<file path="src/rtl/load_store_unit_if.sv">
// Execute-stage request, data-memory port and writeback response of the
// load-store unit, bundled so the unit and its environment share one view.
interface load_store_unit_if;
    // execute-stage request
    logic        req_valid;
    logic        req_ready;
    logic        req_we;
    logic [2:0]  req_funct3;
    logic [31:0] req_addr;
    logic [31:0] req_wdata;
    logic [4:0]  req_rd;
    // data-memory port
    logic        mem_req;
    logic        mem_we;
    logic [31:0] mem_addr;
    logic [31:0] mem_wdata;
    logic [3:0]  mem_be;
    logic [31:0] mem_rdata;
    logic        mem_ack;
    // writeback response
    logic        resp_valid;
    logic [31:0] resp_rdata;
    logic [4:0]  resp_rd;
    logic        resp_err;
    logic        busy;

    // the load-store unit's own view
    modport slave (
        input  req_valid, req_we, req_funct3, req_addr, req_wdata, req_rd,
        input  mem_rdata, mem_ack,
        output req_ready, mem_req, mem_we, mem_addr, mem_wdata, mem_be,
        output resp_valid, resp_rdata, resp_rd, resp_err, busy
    );

    // the surrounding pipeline / memory view
    modport master (
        output req_valid, req_we, req_funct3, req_addr, req_wdata, req_rd,
        output mem_rdata, mem_ack,
        input  req_ready, mem_req, mem_we, mem_addr, mem_wdata, mem_be,
        input  resp_valid, resp_rdata, resp_rd, resp_err, busy
    );
endinterface

</file>
<file path="src/rtl/load_store_unit.sv">
// RV32I load-store unit: classifies an execute-stage access, runs one
// request/acknowledge transaction on the data-memory port with a timeout,
// and returns an extended load result or store completion to writeback.
module load_store_unit #(
    parameter int MAX_WAIT = 255   // legal range 1..255
) (
    input logic             clk,
    input logic             rst,
    load_store_unit_if.slave bus
);

    typedef enum logic [1:0] {IDLE, ACCESS, RESP} state_t;

    state_t      state;
    logic [7:0]  wait_cnt;
    logic        lat_we;
    logic [2:0]  lat_funct3;
    logic [1:0]  lat_off;
    logic [4:0]  lat_rd;

    logic        dec_bad;
    logic [3:0]  dec_be;
    logic [31:0] dec_wdata;
    logic [31:0] shifted;
    logic [31:0] load_data;

    assign bus.req_ready = (state == IDLE);
    assign bus.busy      = (state != IDLE);

    // Classify the incoming request and build its byte enables / store lanes.
    always_comb begin
        // NOTE: every output gets a default first so no path can infer a latch.
        dec_bad   = 1'b0;
        dec_be    = 4'b1111;
        dec_wdata = bus.req_wdata;
        if (bus.req_we)
            dec_bad = (bus.req_funct3 > 3'b010);
        else
            dec_bad = (bus.req_funct3 == 3'b011) || (bus.req_funct3[2:1] == 2'b11);
        case (bus.req_funct3[1:0])
            2'b00: begin
                dec_be    = 4'b0001 << bus.req_addr[1:0];
                dec_wdata = {4{bus.req_wdata[7:0]}};
            end
            2'b01: begin
                dec_be    = 4'b0011 << bus.req_addr[1:0];
                dec_wdata = {2{bus.req_wdata[15:0]}};
                if (bus.req_addr[0]) dec_bad = 1'b1;
            end
            default: begin
                if (bus.req_addr[1:0] != 2'b00) dec_bad = 1'b1;
            end
        endcase
    end

    // Align the returned word to the accessed byte lane and extend it.
    always_comb begin
        shifted = bus.mem_rdata >> {lat_off, 3'b000};
        case (lat_funct3)
            3'b000:  load_data = {{24{shifted[7]}}, shifted[7:0]};
            3'b001:  load_data = {{16{shifted[15]}}, shifted[15:0]};
            3'b100:  load_data = {24'h0, shifted[7:0]};
            3'b101:  load_data = {16'h0, shifted[15:0]};
            default: load_data = shifted;
        endcase
    end

    // Control FSM with registered memory-port and response outputs.
    always_ff @(posedge clk) begin
        // NOTE: non-blocking assignments keep every register updating from
        // pre-edge values, independent of statement order.
        if (rst) begin
            state          <= IDLE;
            wait_cnt       <= '0;
            lat_we         <= 1'b0;
            lat_funct3     <= '0;
            lat_off        <= '0;
            lat_rd         <= '0;
            bus.mem_req    <= 1'b0;
            bus.mem_we     <= 1'b0;
            bus.mem_addr   <= '0;
            bus.mem_wdata  <= '0;
            bus.mem_be     <= '0;
            bus.resp_valid <= 1'b0;
            bus.resp_rdata <= '0;
            bus.resp_rd    <= '0;
            bus.resp_err   <= 1'b0;
        end else begin
            case (state)
                IDLE: begin
                    if (bus.req_valid) begin
                        lat_we     <= bus.req_we;
                        lat_funct3 <= bus.req_funct3;
                        lat_off    <= bus.req_addr[1:0];
                        lat_rd     <= bus.req_rd;
                        if (dec_bad) begin
                            // rejected without touching memory
                            state          <= RESP;
                            bus.resp_valid <= 1'b1;
                            bus.resp_err   <= 1'b1;
                        end else begin
                            state         <= ACCESS;
                            wait_cnt      <= '0;
                            bus.mem_req   <= 1'b1;
                            bus.mem_we    <= bus.req_we;
                            bus.mem_addr  <= {bus.req_addr[31:2], 2'b00};
                            bus.mem_be    <= dec_be;
                            bus.mem_wdata <= bus.req_we ? dec_wdata : 32'h0;
                        end
                    end
                end
                ACCESS: begin
                    if (bus.mem_ack || wait_cnt == 8'(MAX_WAIT - 1)) begin
                        // an ack in the last allowed cycle still wins
                        state          <= RESP;
                        bus.mem_req    <= 1'b0;
                        bus.mem_we     <= 1'b0;
                        bus.mem_addr   <= '0;
                        bus.mem_wdata  <= '0;
                        bus.mem_be     <= '0;
                        bus.resp_valid <= 1'b1;
                        bus.resp_err   <= !bus.mem_ack;
                        if (bus.mem_ack && !lat_we) begin
                            bus.resp_rdata <= load_data;
                            bus.resp_rd    <= lat_rd;
                        end
                    end else begin
                        wait_cnt <= wait_cnt + 8'd1;
                    end
                end
                default: begin
                    state          <= IDLE;
                    bus.resp_valid <= 1'b0;
                    bus.resp_rdata <= '0;
                    bus.resp_rd    <= '0;
                    bus.resp_err   <= 1'b0;
                end
            endcase
        end
    end

endmodule

</file>
<file path="src/flat_wrapper.sv">
// flat-port wrapper written by rule: the top's interface ports become plain ports
module load_store_unit_flat 
#(
    parameter int MAX_WAIT = 255                        
)
  (clk, rst, bus_req_valid, bus_req_we, bus_req_funct3, bus_req_addr, bus_req_wdata, bus_req_rd, bus_mem_rdata, bus_mem_ack, bus_req_ready, bus_mem_req, bus_mem_we, bus_mem_addr, bus_mem_wdata, bus_mem_be, bus_resp_valid, bus_resp_rdata, bus_resp_rd, bus_resp_err, bus_busy);
  load_store_unit_if bus_i ();
  input logic clk;
  input logic rst;
  input wire logic [$bits(bus_i.req_valid)-1:0] bus_req_valid;
  input wire logic [$bits(bus_i.req_we)-1:0] bus_req_we;
  input wire logic [$bits(bus_i.req_funct3)-1:0] bus_req_funct3;
  input wire logic [$bits(bus_i.req_addr)-1:0] bus_req_addr;
  input wire logic [$bits(bus_i.req_wdata)-1:0] bus_req_wdata;
  input wire logic [$bits(bus_i.req_rd)-1:0] bus_req_rd;
  input wire logic [$bits(bus_i.mem_rdata)-1:0] bus_mem_rdata;
  input wire logic [$bits(bus_i.mem_ack)-1:0] bus_mem_ack;
  output wire logic [$bits(bus_i.req_ready)-1:0] bus_req_ready;
  output wire logic [$bits(bus_i.mem_req)-1:0] bus_mem_req;
  output wire logic [$bits(bus_i.mem_we)-1:0] bus_mem_we;
  output wire logic [$bits(bus_i.mem_addr)-1:0] bus_mem_addr;
  output wire logic [$bits(bus_i.mem_wdata)-1:0] bus_mem_wdata;
  output wire logic [$bits(bus_i.mem_be)-1:0] bus_mem_be;
  output wire logic [$bits(bus_i.resp_valid)-1:0] bus_resp_valid;
  output wire logic [$bits(bus_i.resp_rdata)-1:0] bus_resp_rdata;
  output wire logic [$bits(bus_i.resp_rd)-1:0] bus_resp_rd;
  output wire logic [$bits(bus_i.resp_err)-1:0] bus_resp_err;
  output wire logic [$bits(bus_i.busy)-1:0] bus_busy;
  assign bus_i.req_valid = bus_req_valid;
  assign bus_i.req_we = bus_req_we;
  assign bus_i.req_funct3 = bus_req_funct3;
  assign bus_i.req_addr = bus_req_addr;
  assign bus_i.req_wdata = bus_req_wdata;
  assign bus_i.req_rd = bus_req_rd;
  assign bus_i.mem_rdata = bus_mem_rdata;
  assign bus_i.mem_ack = bus_mem_ack;
  assign bus_req_ready = bus_i.req_ready;
  assign bus_mem_req = bus_i.mem_req;
  assign bus_mem_we = bus_i.mem_we;
  assign bus_mem_addr = bus_i.mem_addr;
  assign bus_mem_wdata = bus_i.mem_wdata;
  assign bus_mem_be = bus_i.mem_be;
  assign bus_resp_valid = bus_i.resp_valid;
  assign bus_resp_rdata = bus_i.resp_rdata;
  assign bus_resp_rd = bus_i.resp_rd;
  assign bus_resp_err = bus_i.resp_err;
  assign bus_busy = bus_i.busy;
  load_store_unit #(.MAX_WAIT(MAX_WAIT)) u_core (.clk(clk), .rst(rst), .bus(bus_i));
endmodule
</file>
<file path="config.mk">
export PLATFORM = sky130hd
export DESIGN_NAME = load_store_unit_flat
export DESIGN_NICKNAME = d
export VERILOG_FILES = /design/src/rtl/load_store_unit_if.sv /design/src/rtl/load_store_unit.sv /design/src/flat_wrapper.sv
export SDC_FILE = /design/constraint.sdc
export NUM_CORES = 1
export LEC_CHECK = 0
export CORE_MARGIN = 5
export CORE_UTILIZATION = 50
export DETAILED_ROUTE_END_ITERATION = 10
export DONT_BUFFER_PORTS = 1
export PLACE_DENSITY = 0.75
export SLEW_MARGIN = 0
export SYNTH_ARGS = -nofsm -noshare
export SYNTH_HDL_FRONTEND = slang
export SYNTH_SLANG_ARGS = --single-unit
</file>
<file path="constraint.sdc">
create_clock -name clk -period 1.7 [get_ports clk]
set_input_delay 0.17 -clock clk [delete_from_list [all_inputs] [get_ports clk]]
set_output_delay 0.17 -clock clk [all_outputs]
set_load 0.03 [all_outputs]
</file>
==> qor.csv <==
metric,value,unit
outcome,"finished, violations left",
failed_checks,negative setup slack,
setup_viol_count_final,3,
layoutNonFillerInstCount,797,
holdPathStages,3,
p_leak,2.97,nW
start_util,0.517,
fillCellCount,634,
worstReg2RegEnd,u_core.bus.mem_wdata[4]$_SDFFE_PP0P_,
crit_type,flip-flop to flip-flop,
drt-total-wl,19900,µm
place.gp.congestion,0.807,
dp_hpwl,10300,µm
wl_per_cell,25.0,µm
ys_async_sr_fraction,0,
worstPathArrival,2.16,ns
synthDistinctLibCells,49,
crit_family,simple AND/OR/NAND/NOR gates,
grt_busiest_layer,met2,
path_clk_slew,0.06,ns
routed_via_density,6.40,
grt_use_total,0.270,
clock_skew,0.00960,ns
hp-start,bus_mem_rdata[26],
placed_cells,644,
hold_ws,0.0243,ns
cts_sinks,128,
max_stage_delay,0.43,ns
required,2.16,ns
synthFlopType,dfxtp_1,
netlist_instances,515,
rrSetupSlack,-0.005,ns
io_buffers,0,
final_cell_mix,"dfxtp_1, dlygate4sd3_1, a22o_1",
core_area,10400,µm²
register_area,2580,µm²
place_ws,-0.155,ns
slew-limit-headroom,0.448,
finalSetupTns,-0.00937,ns
ys_warn_count,0,
power_density,1050,nW/µm²
peakVddDrop,0.631,mV
crit_fanout,6,
avgSynthCellArea,10.5,µm²
ys_seq_area_frac,0.476,
drive_gt1_frac,0.217,
grt_setup_unrepaired,yes,
drt_pass1_iterations,7,
cpMaxStageDelayCell,or3b_4,
fin_crit_sh,1.00,
min_to,u_core.bus.resp_rdata[10]$_SDFFE_PP0P_,
num_rows,37,
grt_pass1_vias,5109,
die-area,12900,µm²
crit_buf_inv,1,
grt_pass1_wl,27300,µm
layout-area-overhead-vs-synth,43.7,%
cts_made_buffers,17,
met2_usage,0.453,
grt_max_degree,68,
final_hold_viol_count,0,
grt_antenna_before_repair,0,
final_core_util,0.742,
endpoint_kind,flip-flop,
layout_commonest_cell,dfxtp_1,
rr_startpoint,u_core.state[1]$_SDFFE_PP0P_,
slew_violations,0,
die_h,114,µm
clk_latency,0.53,ns
fin_ws,-0.00503,ns
cts.path.max_buffers,2,
h-tree-depth,4,
ys_ff_latch,128,
grtUsageMet3,0.112,
drt_iter0_drc,525,
use_met1,0.294,
grt-ovfl-total,0,
syn-cell-area,5380,µm²
ant_nets,0,
die_w,114,µm
critPathLaunchType,flip-flop,
path_cells,or3b_4 -> a211oi_4 -> and2_4 -> buf_4 -> a22o_1,
max_freq,587,MHz
drc,0,
multiInputGateArea,2750,µm²
worstMarginPinSlew,0.828,ns
synth_edf_count,0,
cap_viol_max_count,0,
vias,5099,
pin_count,220,
tritoncts,built,
fin_crit,1.71,ns
hp-class,input pin to flip-flop,
fin_nets,759,
reg2reg_depth,5,
root_buffer,clkbuf_8,
synth_stat cells, drive strengths merged, types with 3 or more instances:
| master | count | area (µm²) |
|---|---|---|
| a211oi | 4 | 42.5 |
| a21oi | 31 | 155 |
| a221o | 16 | 160 |
| a22o | 49 | 429 |
| a22oi | 8 | 60.1 |
| buf | 23 | 116 |
| clkbuf | 21 | 78.8 |
| dfxtp | 128 | 2560 |
| inv | 4 | 15.0 |
| mux2 | 14 | 158 |
| mux2i | 35 | 350 |
| mux4 | 9 | 203 |
| nand2 | 39 | 146 |
| nand2b | 4 | 25.0 |
| nand3 | 9 | 45.0 |
| nor2 | 17 | 63.8 |
| nor2b | 6 | 37.5 |
| nor3 | 12 | 60.1 |
| nor3b | 7 | 52.6 |
| o21ai | 14 | 70.1 |
| o2bb2ai | 32 | 280 |
| or2 | 3 | 18.8 |
cell type report:
class | count | share of cell area
clock inverters | 10 | 0.0144
inverters | 4 | 0.00243
flip-flops and latches | 128 | 0.333
diodes | 1 | 0.000324
multi-input cells | 340 | 0.356
clock buffers | 21 | 0.0581
repair buffers | 157 | 0.214
well taps | 136 | 0.0220
logic make-up (layout without fill, tap and decap cells):
kind of cell               after synthesis  count (layout)  synth area share
AOI/OAI and AO/OA                      169             169             0.245
DFF                                    128             128             0.476
and+or+nand+nor                        109             109             0.103
muxes                                   58              58             0.132
buffers and inverters                   48             192            0.0391
adders and majority gates                2               2           0.00465
other                                    1               3          0.000697
stage by stage:
step,instance area (µm²),power (mW)
2_1_floorplan,5430,4.01
3_3_place_gp,5730,4.17
3_5_place_dp,5730,4.19
4_1_cts,7310,7.86
5_1_grt,7730,8.33
6_report,7730,8.10
metal layers:
metal	vias up	share of wire	routed length, µm
li1	2230	-	-
met1	2439	0.36	7130
met2	366	0.50	9860
met3	64	0.11	2270
met4	0	0.032	632
met5	-	0	0
repair_timing:
item | 4_1_cts | 5_1_grt
hold endpoints to repair | 122 | 42
hold buffers | 98 | 8
gates resized for setup | 7 | 35
pin swaps | 2 | 14
cloned | 0 | 9
buffers inserted | 3 | 3
setup endpoints to repair | 85 | 98
how the worst max path moves through the flow:
stage,from,endpoint,depth (start not counted)
finish,u_core.state[1]$_SDFFE_PP0P_,u_core.bus.mem_wdata[4]$_SDFFE_PP0P_,5
floorplan,bus_req_funct3[0],u_core.bus.mem_wdata[10]$_SDFFE_PP0P_,6
CTS,u_core.wait_cnt[0]$_SDFFE_PP0P_,u_core.wait_cnt[6]$_SDFFE_PP0P_,6
detailed placement,u_core.lat_off[0]$_SDFFE_PP0P_,u_core.bus.resp_rdata[12]$_SDFFE_PP0P_,4
global route,u_core.state[0]$_SDFFE_PP0P_,u_core.bus.mem_wdata[19]$_SDFFE_PP0P_,5
global placement,u_core.lat_off[0]$_SDFFE_PP0P_,u_core.bus.resp_rdata[10]$_SDFFE_PP0P_,4
power breakdown:
part	leakage (nW)	total, mW	internal (mW)	switching (mW)
Sequential	1.04	3.39	3.12	0.276
Clock	0.270	3.50	2.15	1.35
Combinational	1.65	1.21	0.618	0.592
Total	2.97	8.10	5.88	2.22
worst min-delay path, delay by kind of cell:
family	cells	cell delay (ns)
AO/OA/AOI/OAI	3	0.34
state kept, by name (all words and copies together) (netlist names):
signal,count
u_core.bus.mem_req,1
u_core.lat_funct3,3
u_core.lat_off,2
u_core.bus.mem_be,4
u_core.state,2
u_core.bus.resp_rd,5
u_core.lat_rd,5
u_core.bus.resp_rdata,32
u_core.bus.resp_valid,1
u_core.lat_we,1
u_core.bus.mem_we,1
u_core.wait_cnt,8
u_core.bus.mem_addr,30
u_core.bus.mem_wdata,32
u_core.bus.resp_err,1
No activity file was read; power rests on OpenSTA's default activity.
